<file path="config.mk">
export PLATFORM = sky130hd
export DESIGN_NAME = vlane_mulshift_arb
export DESIGN_NICKNAME = d
export VERILOG_FILES = /design/src/rtl/vlane_pkg.sv /design/src/rtl/vlane_mulshift_arb_rr_arbiter.sv /design/src/rtl/vlane_mulshift_arb.sv
export SDC_FILE = /design/constraint.sdc
export NUM_CORES = 1
export LEC_CHECK = 0
export CORE_AREA = 3 3 120 122
export CTS_BUF_LIST = sky130_fd_sc_hd__clkbuf_4
export DETAILED_ROUTE_END_ITERATION = 6
export DIE_AREA = 0 0 123 125
export SETUP_SLACK_MARGIN = 0.1
export SYNTH_ARGS = -nofsm -noshare
export SYNTH_HDL_FRONTEND = slang
export SYNTH_SLANG_ARGS = --single-unit
</file>
<file path="constraint.sdc">
create_clock -name clk -period 4.2 [get_ports clk]
set_input_delay 1.05 -clock clk [delete_from_list [all_inputs] [get_ports clk]]
set_output_delay 1.05 -clock clk [all_outputs]
set_load 0.02 [all_outputs]
</file>
<file path="src/rtl/vlane_pkg.sv">
// vlane_pkg: shared definitions for the vector-lane multiply/shift issue path.
//   - vlane_op_e : 5-bit unit opcode encoding (OP_IDLE = 0 resets the unit output)
//   - clog2      : ceiling log2 helper for sizing index fields
package vlane_pkg;

  typedef enum logic [4:0] {
    OP_IDLE   = 5'b00000,
    OP_SLL    = 5'b00001,
    OP_SRL    = 5'b00010,
    OP_SRA    = 5'b00011,
    OP_ROL    = 5'b00100,
    OP_ROR    = 5'b00101,
    OP_MULLO  = 5'b00110,
    OP_MULHI  = 5'b00111,
    OP_MULHU  = 5'b01000,
    OP_MULH16 = 5'b01001,
    OP_MULSAT = 5'b01010,
    OP_SLLSAT = 5'b01011
  } vlane_op_e;

  function automatic int unsigned clog2(input int unsigned v);
    int unsigned r;
    r = 0;
    for (int unsigned i = 0; i < 32; i++) begin
      if ((32'd1 << i) < v) r = i + 1;
    end
    return r;
  endfunction

endpackage

</file>
<file path="src/rtl/vlane_mulshift_arb_rr_arbiter.sv">
// rr_arbiter: NREQ-wide round-robin grant.
//   clk_i, rst_i   : clock, asynchronous active-high reset (pointer -> 0)
//   req_i          : request vector
//   en_i           : grant enable; no grant and no pointer move while low
//   gnt_o          : one-hot grant (zero when nothing granted)
//   gnt_idx_o      : index of granted requester
//   gnt_any_o      : a grant was issued this cycle
// The pointer advances to (granted index + 1) mod NREQ on every grant.
module rr_arbiter
  import vlane_pkg::*;
#(
  parameter int unsigned NREQ = 2
) (
  input  logic                     clk_i,
  input  logic                     rst_i,
  input  logic [NREQ-1:0]          req_i,
  input  logic                     en_i,
  output logic [NREQ-1:0]          gnt_o,
  output logic [clog2(NREQ)-1:0]   gnt_idx_o,
  output logic                     gnt_any_o
);

  localparam int unsigned IDW = clog2(NREQ);

  logic [IDW-1:0] rr_q, rr_d;

  // Two passes: indices at/above the pointer first, then the wrapped ones.
  always_comb begin
    gnt_o     = '0;
    gnt_idx_o = '0;
    gnt_any_o = 1'b0;
    if (en_i) begin
      for (int unsigned i = 0; i < NREQ; i++) begin
        if (!gnt_any_o && (i >= 32'(rr_q)) && req_i[i]) begin
          gnt_any_o = 1'b1;
          gnt_idx_o = IDW'(i);
          gnt_o[i]  = 1'b1;
        end
      end
      for (int unsigned i = 0; i < NREQ; i++) begin
        if (!gnt_any_o && (i < 32'(rr_q)) && req_i[i]) begin
          gnt_any_o = 1'b1;
          gnt_idx_o = IDW'(i);
          gnt_o[i]  = 1'b1;
        end
      end
    end
  end

  always_comb begin
    rr_d = rr_q;
    if (gnt_any_o) begin
      if (32'(gnt_idx_o) == NREQ - 1) rr_d = '0;
      else                            rr_d = gnt_idx_o + IDW'(1);
    end
  end

  always_ff @(posedge clk_i or posedge rst_i) begin
    if (rst_i) rr_q <= '0;
    else       rr_q <= rr_d;
  end

endmodule

</file>
<file path="src/rtl/vlane_mulshift_arb.sv">
// vlane_mulshift_arb: round-robin issue arbiter and two-stage sequencer for a
// shared vector-lane multiply/shift unit.
//   clk, reset              : clock, asynchronous active-high reset
//   req_valid/req_ready     : per-requester handshake (ready is one-hot or zero)
//   req_opA/opB/sa/op/tag   : flattened per-requester operation fields
//   mul_opA/opB/sa/op       : operation driven into the unit (zero when idle)
//   mul_en                  : unit stage enables, bit 0 = en[1]
//   mul_result              : unit result, valid while S1 holds an operation
//   out_valid/out_ready     : in-order result channel
//   out_result/id/tag       : result, originating requester index and tag
// Optional build macro VLANE_MULSHIFT_ARB_PERF_EN adds saturating counters
//   perf_busy (cycles with an op in flight) and perf_stall (cycles with a
//   request pending and nothing granted).
module vlane_mulshift_arb
  import vlane_pkg::*;
#(
  parameter int unsigned NREQ      = 2,
  parameter int unsigned WIDTH     = 32,
  parameter int unsigned LOG2WIDTH = 5,
  parameter int unsigned TAGW      = 4
) (
  input  logic                      clk,
  input  logic                      reset,
  input  logic [NREQ-1:0]           req_valid,
  output logic [NREQ-1:0]           req_ready,
  input  logic [NREQ*WIDTH-1:0]     req_opA,
  input  logic [NREQ*WIDTH-1:0]     req_opB,
  input  logic [NREQ*LOG2WIDTH-1:0] req_sa,
  input  logic [NREQ*5-1:0]         req_op,
  input  logic [NREQ*TAGW-1:0]      req_tag,
  output logic [WIDTH-1:0]          mul_opA,
  output logic [WIDTH-1:0]          mul_opB,
  output logic [LOG2WIDTH-1:0]      mul_sa,
  output logic [4:0]                mul_op,
  output logic [2:0]                mul_en,
  input  logic [WIDTH-1:0]          mul_result,
  output logic                      out_valid,
  input  logic                      out_ready,
  output logic [WIDTH-1:0]          out_result,
  output logic [clog2(NREQ)-1:0]    out_id,
  output logic [TAGW-1:0]           out_tag
`ifdef VLANE_MULSHIFT_ARB_PERF_EN
  ,
  output logic [31:0]               perf_busy,
  output logic [31:0]               perf_stall
`endif
);

  localparam int unsigned IDW = clog2(NREQ);

  logic [NREQ-1:0] gnt_oh;
  logic [IDW-1:0]  gnt_idx;
  logic            gnt_any;
  logic [TAGW-1:0] gnt_tag;

  logic             s1_valid_q, s1_valid_d;
  logic [IDW-1:0]   s1_id_q, s1_id_d;
  logic [TAGW-1:0]  s1_tag_q, s1_tag_d;

  logic             s2_valid_q, s2_valid_d;
  logic [WIDTH-1:0] s2_result_q, s2_result_d;
  logic [IDW-1:0]   s2_id_q, s2_id_d;
  logic [TAGW-1:0]  s2_tag_q, s2_tag_d;

  logic s2_free, en1, en2, en3;

  // Enables are forced low during reset so nothing is granted or driven
  // while registers are held cleared.
  assign s2_free = !s2_valid_q || out_ready;
  assign en1     = !reset && (!s1_valid_q || s2_free);
  assign en2     = !reset && s1_valid_q && s2_free;
  assign en3     = !reset && s2_valid_q && out_ready;

  rr_arbiter #(
    .NREQ (NREQ)
  ) u_arb (
    .clk_i     (clk),
    .rst_i     (reset),
    .req_i     (req_valid),
    .en_i      (en1),
    .gnt_o     (gnt_oh),
    .gnt_idx_o (gnt_idx),
    .gnt_any_o (gnt_any)
  );

  assign req_ready = gnt_oh;
  assign mul_en    = {en3, en2, en1};

  // One-hot AND-OR mux; an all-zero grant yields zero operands and OP_IDLE.
  always_comb begin
    mul_opA = '0;
    mul_opB = '0;
    mul_sa  = '0;
    mul_op  = OP_IDLE;
    gnt_tag = '0;
    for (int unsigned i = 0; i < NREQ; i++) begin
      if (gnt_oh[i]) begin
        mul_opA = mul_opA | req_opA[i*WIDTH +: WIDTH];
        mul_opB = mul_opB | req_opB[i*WIDTH +: WIDTH];
        mul_sa  = mul_sa  | req_sa[i*LOG2WIDTH +: LOG2WIDTH];
        mul_op  = mul_op  | req_op[i*5 +: 5];
        gnt_tag = gnt_tag | req_tag[i*TAGW +: TAGW];
      end
    end
  end

  always_comb begin
    s1_valid_d = s1_valid_q;
    s1_id_d    = s1_id_q;
    s1_tag_d   = s1_tag_q;
    if (en1) begin
      s1_valid_d = gnt_any;
      s1_id_d    = gnt_idx;
      s1_tag_d   = gnt_tag;
    end
  end

  always_comb begin
    s2_valid_d  = s2_valid_q;
    s2_result_d = s2_result_q;
    s2_id_d     = s2_id_q;
    s2_tag_d    = s2_tag_q;
    if (en2) begin
      s2_valid_d  = 1'b1;
      s2_result_d = mul_result;
      s2_id_d     = s1_id_q;
      s2_tag_d    = s1_tag_q;
    end else if (en3) begin
      s2_valid_d  = 1'b0;
    end
  end

  always_ff @(posedge clk or posedge reset) begin
    if (reset) begin
      s1_valid_q  <= 1'b0;
      s1_id_q     <= '0;
      s1_tag_q    <= '0;
      s2_valid_q  <= 1'b0;
      s2_result_q <= '0;
      s2_id_q     <= '0;
      s2_tag_q    <= '0;
    end else begin
      s1_valid_q  <= s1_valid_d;
      s1_id_q     <= s1_id_d;
      s1_tag_q    <= s1_tag_d;
      s2_valid_q  <= s2_valid_d;
      s2_result_q <= s2_result_d;
      s2_id_q     <= s2_id_d;
      s2_tag_q    <= s2_tag_d;
    end
  end

  assign out_valid  = s2_valid_q;
  assign out_result = s2_result_q;
  assign out_id     = s2_id_q;
  assign out_tag    = s2_tag_q;

`ifdef VLANE_MULSHIFT_ARB_PERF_EN
  logic [31:0] busy_q, busy_d, stall_q, stall_d;

  always_comb begin
    busy_d  = busy_q;
    stall_d = stall_q;
    if ((s1_valid_q || s2_valid_q) && (busy_q != '1)) busy_d = busy_q + 32'd1;
    if ((|req_valid) && !(|req_ready) && (stall_q != '1)) stall_d = stall_q + 32'd1;
  end

  always_ff @(posedge clk or posedge reset) begin
    if (reset) begin
      busy_q  <= '0;
      stall_q <= '0;
    end else begin
      busy_q  <= busy_d;
      stall_q <= stall_d;
    end
  end

  assign perf_busy  = busy_q;
  assign perf_stall = stall_q;
`endif

endmodule

</file>
==> results of run 1 <==
-- worst max-delay path by stage --
stage            startpoint     endpoint  slack [ns]  depth (start not counted)
2_1_floorplan         reset  mul_opA[10]        0.11                          5
3_3_place_gp   req_valid[0]   mul_opA[6]        0.13                          6
3_5_place_dp   req_valid[0]   mul_opA[6]        0.09                          6
4_1_cts        req_valid[0]   mul_opA[6]        0.07                          6
5_1_grt        req_valid[0]  mul_opA[27]        0.04                          6
6_report       req_valid[0]  mul_opA[27]        0.15                          6
-- registers in the layout, summed over array words and instances (netlist names) --
name        flops
out_id          1
out_result     32
out_tag         4
out_valid       1
s1_id_q         1
s1_tag_q        4
s1_valid_q      1
u_arb.rr_q      1
-- cells by family after synthesis --
logic type	share of synthesized area
buf+inv	0.0933
simple gates	0.118
flops	0.375
compound gates	0.244
mux	0.170
-- metal layers --
metal / vias to the layer above / wire length, microns / GRT usage / share of wire
li1: 1732 / - / - / -
met1: 1780 / 5230 / 0.185 / 0.36
met2: 202 / 7250 / 0.300 / 0.50
met3: 12 / 1870 / 0.0659 / 0.13
met4: 0 / 170 / 0.0332 / 0.012
met5: - / 0 / 0 / 0
-- worst register-to-register path: stages, from the launching register on --
cell	delay, ns
dfrtp_1	0.44
nor2b_4	0.15
nor3b_4	0.21
buf_4	0.49
mux2_2	0.43
-- placed cells by master, fill, tap and decap left out, drive strengths merged, types with 2 or more instances in the layout --
cell type | netlist | layout
inv | 4 | 4
a32o | 4 | 4
dfrtp | 45 | 45
dlymetal6s2s | 0 | 54
nand2 | 2 | 2
clkdlybuf4s50 | 0 | 253
a32oi | 74 | 74
buf | 35 | 15
nor2 | 77 | 77
and3 | 2 | 2
clkbuf | 6 | 7
mux2 | 41 | 41
a31oi | 2 | 2
-- synthesized netlist by cell type --
cell type / count / area share
buf_12: 1 / 0.0067
a31oi_1: 2 / 0.0042
a32oi_1: 74 / 0.22
clkbuf_1: 6 / 0.0075
buf_6: 2 / 0.0075
inv_1: 3 / 0.0037
a21oi_1: 1 / 0.0017
and3_1: 2 / 0.0042
dfrtp_1: 45 / 0.37
mux2i_1: 1 / 0.0033
mux2_4: 10 / 0.050
buf_4: 16 / 0.040
nand3b_1: 1 / 0.0025
a32o_1: 4 / 0.013
mux2_2: 31 / 0.12
o21bai_1: 1 / 0.0025
nor2_1: 77 / 0.096
a21boi_4: 1 / 0.0063
nor2b_4: 1 / 0.0046
nand2b_1: 1 / 0.0021
buf_2: 16 / 0.027
nand2_1: 2 / 0.0025
nor3b_4: 1 / 0.0063
inv_2: 1 / 0.0012
-- through the flow --
step | instance area [sq um] | power [mW] | instances | setup WS [ns] | hold WS (ns)
final | 6450 | 2.10 | 766 | 0.145 | 0.522
after floorplan | 3000 | 1.27 | 300 | 0.112 | 0.475
after CTS | 6250 | 2.11 | 763 | 0.0677 | 0.526
after detailed placement | 6200 | 1.90 | 756 | 0.0862 | 0.495
after global placement | 6200 | 1.88 | 756 | 0.134 | 0.486
after global routing | 6450 | 2.23 | 766 | 0.0422 | 0.537
-- power by group through the flow --
stage	registers (mW)	logic, mW	clock network, mW
2_1_floorplan	0.761	0.511	0
3_3_place_gp	0.628	1.26	0
3_5_place_dp	0.636	1.26	0
4_1_cts	0.628	1.27	0.210
5_1_grt	0.645	1.36	0.225
6_report	0.626	1.28	0.196
-- cell type report --
type / count / area (sq um)
clock buffer: 5 / 37.5
clock inverter: 2 / 11.3
fill: 1249 / 6840
inverter: 4 / 15.0
multi-input combinational: 210 / 1600
sequential: 45 / 1130
tap: 176 / 220
timing repair buffer: 324 / 3440
-- what timing repair did --
item | 4_1_cts | 5_1_grt
pin swaps | 0 | 0
gates cloned | 0 | 2
endpoints found under the setup margin | 1 | 74
gates resized for setup | 0 | 58
setup buffers | 0 | 1
==> impl_metrics.csv, run 1 <==
group,metric,value,unit
min_path,hold_depth,1,
setup_path,regToRegStartpoint,"out_valid$_DFFE_PP0P_",
setup_path,r2r_end,"out_result[16]$_DFFE_PP0P_",
route,postRouteAntennaNets,0,
timing,max-slew-margin-rel,0.633,
route,drcViolationCount,0,
route,wl_per_cell,19.0,microns
global_routing,grt_antenna_before_repair,0,
setup_path,cp_slowest_cell,"clkdlybuf4s50_1",
floorplan,row_count,42,
clock_tree,hold_buffers,0,
floorplan,die_w,123,microns
floorplan,initial_core_util,0.226,
timing,setup_viol,0,
clock_tree,cts_tree,"built",
power_and_ir_drop,swShare,0.381,
setup_path,path_delay_family,"buffers and inverters",
timing,setup-tns-final,0,ns
synthesis,ys_ff_latch,45,
floorplan,die_h,125,microns
power_and_ir_drop,clkPwrFrac,0.093,
setup_path,cp-end-kind,"primary output",
power_and_ir_drop,seq_power_share,0.298,
flow_run,maxCapViolations,0,
global_routing,grt_max_degree,80,
setup_path,crit_chain,"clkdlybuf4s50_1, a21boi_4, clkbuf_16, a32oi_1, nor2_1, clkdlybuf4s50_1",
finish,finalNetCount,783,
route,drt_iter0_drc,110,
clock_tree,cts_buffers,5,
setup_path,path_max_fanout,40,
timing,final_hold_viol_count,0,
finish,utilization,0.486,
run_status,status,"completed",
timing,fin_crit_sh,0.965,
min_path,min_from,"out_result[1]$_DFFE_PP0P_",
place,numPortBuffers,309,
route,viasPerCell,4.86,
global_routing,grt_usage,0.167,
global_routing,grt_first_pass_wirelength,20700,microns
clock_tree,cts.sinks,45,
power_and_ir_drop,ir_drop,0.000296,V
finish,drive_above_1_share,0.120,
setup_path,regToRegSetupSlack,2.39,ns
power_and_ir_drop,cellLeakagePower,3.25,nW
setup_path,crit_path_frequent_cell,"clkdlybuf4s50_1",
setup_path,slowest_delay,0.63,ns
min_path,holdPathEnd,"out_result[1]$_DFFE_PP0P_",
min_path,hp-class,"reg -> reg",
timing,period_minus_slack,4.05,ns
setup_path,required,3.15,ns
timing,tightest_slew,0.551,ns
place,dp_hpwl,10800,microns
clock_tree,cts_root_buf,"clkbuf_4",
global_routing,grt_overflow_total,0,
floorplan,core,0.0133,sq mm
timing,skew,0.00564,ns
synthesis,ys_warn_count,0,
place,gp_congestion,0.823,
floorplan,ios,310,
clock_tree,clkTransAtPathRegs,0.12,ns
power_and_ir_drop,power_frac_comb,0.608,
route,num_vias,3726,
global_routing,first_global_vias,3780,
synthesis,synth.distinct_cells,24,
timing,drv_slew,0,
power_and_ir_drop,internal_power,1.30,mW
synthesis,synthCells,300,
timing,rsz0062_at_grt,"true",
setup_path,worstRegToRegCells,4,
finish,area_growth,115,%
setup_path,startpoint_type,"input pin",
finish,diodes,0,
synthesis,syn_area_per_cell,10.0,sq um
synthesis,seq_area_frac_synth,0.375,
floorplan,die_area,0.0154,sq mm
setup_path,criticalPathCategory,"in -> out",
route,dr.pass1.iters,4,
synthesis,synth_area,0.00300,sq mm
setup_path,crit_buf_inv,3,
clock_tree,clk_latency,0.36,ns
route,wirelength,14500,microns
clock_tree,clockBufferDepth,2,
setup_path,cp.arrival,3.00,ns
power_and_ir_drop,switchingPower,0.801,mW
clock_tree,h-tree-depth,2,
timing,max_freq,247,MHz
synthesis,synth_nets,493,
power_and_ir_drop,power.density,325,mW/mm^2
(Power assumes the default switching activity.)
==> run 2: changes to the inputs <==
Settings changed: CAP_MARGIN set to 25.
==> results of run 2 <==
No change in the layout: final DEF, timing and power equal those of run 1.
==> run 3: changes to the inputs <==
Settings changed: CELL_PAD_IN_SITES_DETAIL_PLACEMENT set to 1, CELL_PAD_IN_SITES_GLOBAL_PLACEMENT set to 2, CORE_AREA 3 3 120 122 to unset, CORE_MARGIN set to 3, CORE_UTILIZATION set to 15, DIE_AREA 0 0 123 125 to unset, PLACE_DENSITY_LB_ADDON set to 0.1, TNS_END_PERCENT set to 50.
==> run 3 against run 2 <==
Global-route usage shrank 1.9 points. Largest power group unchanged. Setup slack better by 0.028 ns. Die area up 41%. Final cell count up 12%. Maximum frequency is 0.70% higher. Routed wire length is 17% higher. Non-clock buffer count up 1. Sequential power about the same. Largest cell class unchanged.
==> impl_metrics.csv, run 3 (synthesis gave the netlist of run 1 again) <==
group,metric,value,unit
run_status,status,"completed",
timing,final_hold_viol_count,0,
place,dp_hpwl,13100,microns
route,wirelength,17100,microns
route,top_layer,"met5",
finish,drive_above_1_share,0.123,
clock_tree,cts_root_buf,"clkbuf_4",
route,viasPerCell,4.38,
finish,diodes,0,
floorplan,row_count,51,
route,wl_per_cell,19.9,microns
global_routing,grt_first_pass_wirelength,25500,microns
setup_path,cp-end-kind,"primary output",
global_routing,grt_usage,0.148,
place,dp.cells,847,
setup_path,startpoint_type,"input pin",
power_and_ir_drop,clkPwrFrac,0.104,
timing,fin_crit_sh,0.959,
min_path,holdPathEnd,"out_tag[0]$_DFFE_PP0P_",
global_routing,grt_antenna_before_repair,1,
route,drt_iter0_drc,124,
global_routing,first_global_vias,4020,
route,wl_met3,1420,microns
timing,period_minus_slack,4.03,ns
timing,drv_slew,0,
power_and_ir_drop,switchingPower,0.829,mW
timing,rsz0062_at_grt,"true",
floorplan,die_area,0.0218,sq mm
setup_path,criticalPathCategory,"in -> out",
clock_tree,clkTransAtPathRegs,0.15,ns
power_and_ir_drop,cellLeakagePower,2.51,nW
setup_path,path_max_fanout,22,
timing,skew,0.0189,ns
setup_path,worstRegToRegCells,4,
setup_path,regToRegStartpoint,"out_valid$_DFFE_PP0P_",
route,postRouteAntennaNets,0,
finish,largest_register_ff_count,32,
floorplan,die_w,147,microns
setup_path,r2r_end,"out_result[26]$_DFFE_PP0P_",
route,wl_met2,8890,microns
timing,setup-tns-final,0,ns
global_routing,grt_max_degree,55,
timing,tightest_slew,0.628,ns
clock_tree,h-tree-depth,2,
finish,area_growth,115,%
floorplan,initial_core_util,0.153,
timing,max-slew-margin-rel,0.581,
timing,setup_viol,0,
route,num_vias,3757,
power_and_ir_drop,swShare,0.388,
clock_tree,cts_tree,"built",
finish,finalNetCount,784,
global_routing,grt_overflow_total,0,
clock_tree,cts.sinks,45,
route,drcViolationCount,0,
min_path,hp-class,"reg -> reg",
power_and_ir_drop,power_frac_comb,0.603,
finish,mostFrequentLayoutCells,"clkdlybuf4s50_1 (298), nor2_1 (77), a32oi_1 (74)",
place,gp_congestion,0.776,
power_and_ir_drop,ir_drop,0.000164,V
min_path,hold_depth,1,
min_path,min_from,"s1_tag_q[0]$_DFFE_PP0N_",
power_and_ir_drop,seq_power_share,0.293,
floorplan,die_h,147,microns
clock_tree,hold_buffers,0,
setup_path,required,3.15,ns
clock_tree,cts_buffers,5,
flow_run,maxCapViolations,0,
floorplan,core,0.0196,sq mm
route,drt-met1-wl,6660,microns
route,dr.pass1.iters,4,
setup_path,regToRegSetupSlack,2.32,ns
floorplan,ios,310,
power_and_ir_drop,internal_power,1.31,mW
finish,final_common_cell,"clkdlybuf4s50_1",
clock_tree,clockBufferDepth,2,
setup_path,cp.arrival,2.98,ns
finish,instances_no_fill,857,
timing,max_freq,248,MHz
power_and_ir_drop,power.density,332,mW/mm^2
clock_tree,clk_latency,0.37,ns
place,numPortBuffers,309,
run 3: cell types whose count changed in the layout (fill, tap and decap cells not counted):
cell,delta
buf_4,+2
inv_6,+1
clkbuf_16,-2
dlymetal6s2s_1,-45
buf_12,+1
clkdlybuf4s50_1,+45
run 3: worst max-delay path by stage:
| stage | end | start |
|---|---|---|
| global placement | mul_opB[14] | req_valid[0] |
| global route | mul_opA[3] | req_valid[0] |
| floorplan | mul_opA[10] | reset |
| finish | mul_opB[14] | out_ready |
| CTS | mul_opB[22] | req_valid[0] |
| detailed placement | mul_opB[6] | req_valid[0] |
run 3: repair_timing:
action	4_1_cts	5_1_grt
gates cloned	0	0
setup buffers	2	0
endpoints found under the setup margin	1	19
resized for setup	0	9
run 3: worst max-delay path, cell delays in order:
cell	delay [ns]
clkdlybuf4s50_1	0.55
nand3b_1	0.23
nand2_2	0.11
buf_4	0.23
nor2_1	0.17
clkdlybuf4s50_1	0.62
run 3: power by group through the flow:
stage	registers [mW]	clock network, mW	logic, mW
after floorplan	0.761	0	0.511
after global placement	0.629	0	1.29
after detailed placement	0.637	0	1.30
after CTS	0.629	0.241	1.31
after global routing	0.645	0.257	1.38
final	0.626	0.223	1.29
run 3: metrics by stage:
stage | hold WS, ns | total power [mW] | utilization | cell area [sq um] | setup WS (ns)
3_5_place_dp | 0.492 | 1.94 | 0.324 | 6350 | 0.113
4_1_cts | 0.516 | 2.18 | 0.328 | 6420 | 0.162
6_report | 0.510 | 2.14 | 0.329 | 6450 | 0.173
3_3_place_gp | 0.484 | 1.92 | 0.324 | 6350 | 0.122
2_1_floorplan | 0.475 | 1.27 | - | 3000 | 0.112
5_1_grt | 0.520 | 2.28 | 0.329 | 6450 | 0.0840
run 3: metal layers:
metal	global-route usage	up-vias
li1	-	1730
met1	0.171	1834
met2	0.275	182
met3	0.0500	9
met4	0.0154	2
met5	0	-
run 3: cell type report:
class | count | area (sq um)
Sequential cell | 45 | 1130
Clock inverter | 3 | 20.0
Fill cell | 2245 | 13100
Clock buffer | 5 | 37.5
Inverter | 4 | 15.0
Tap cell | 265 | 332
Multi-Input combinational cell | 210 | 1600
Timing Repair Buffer | 325 | 3320
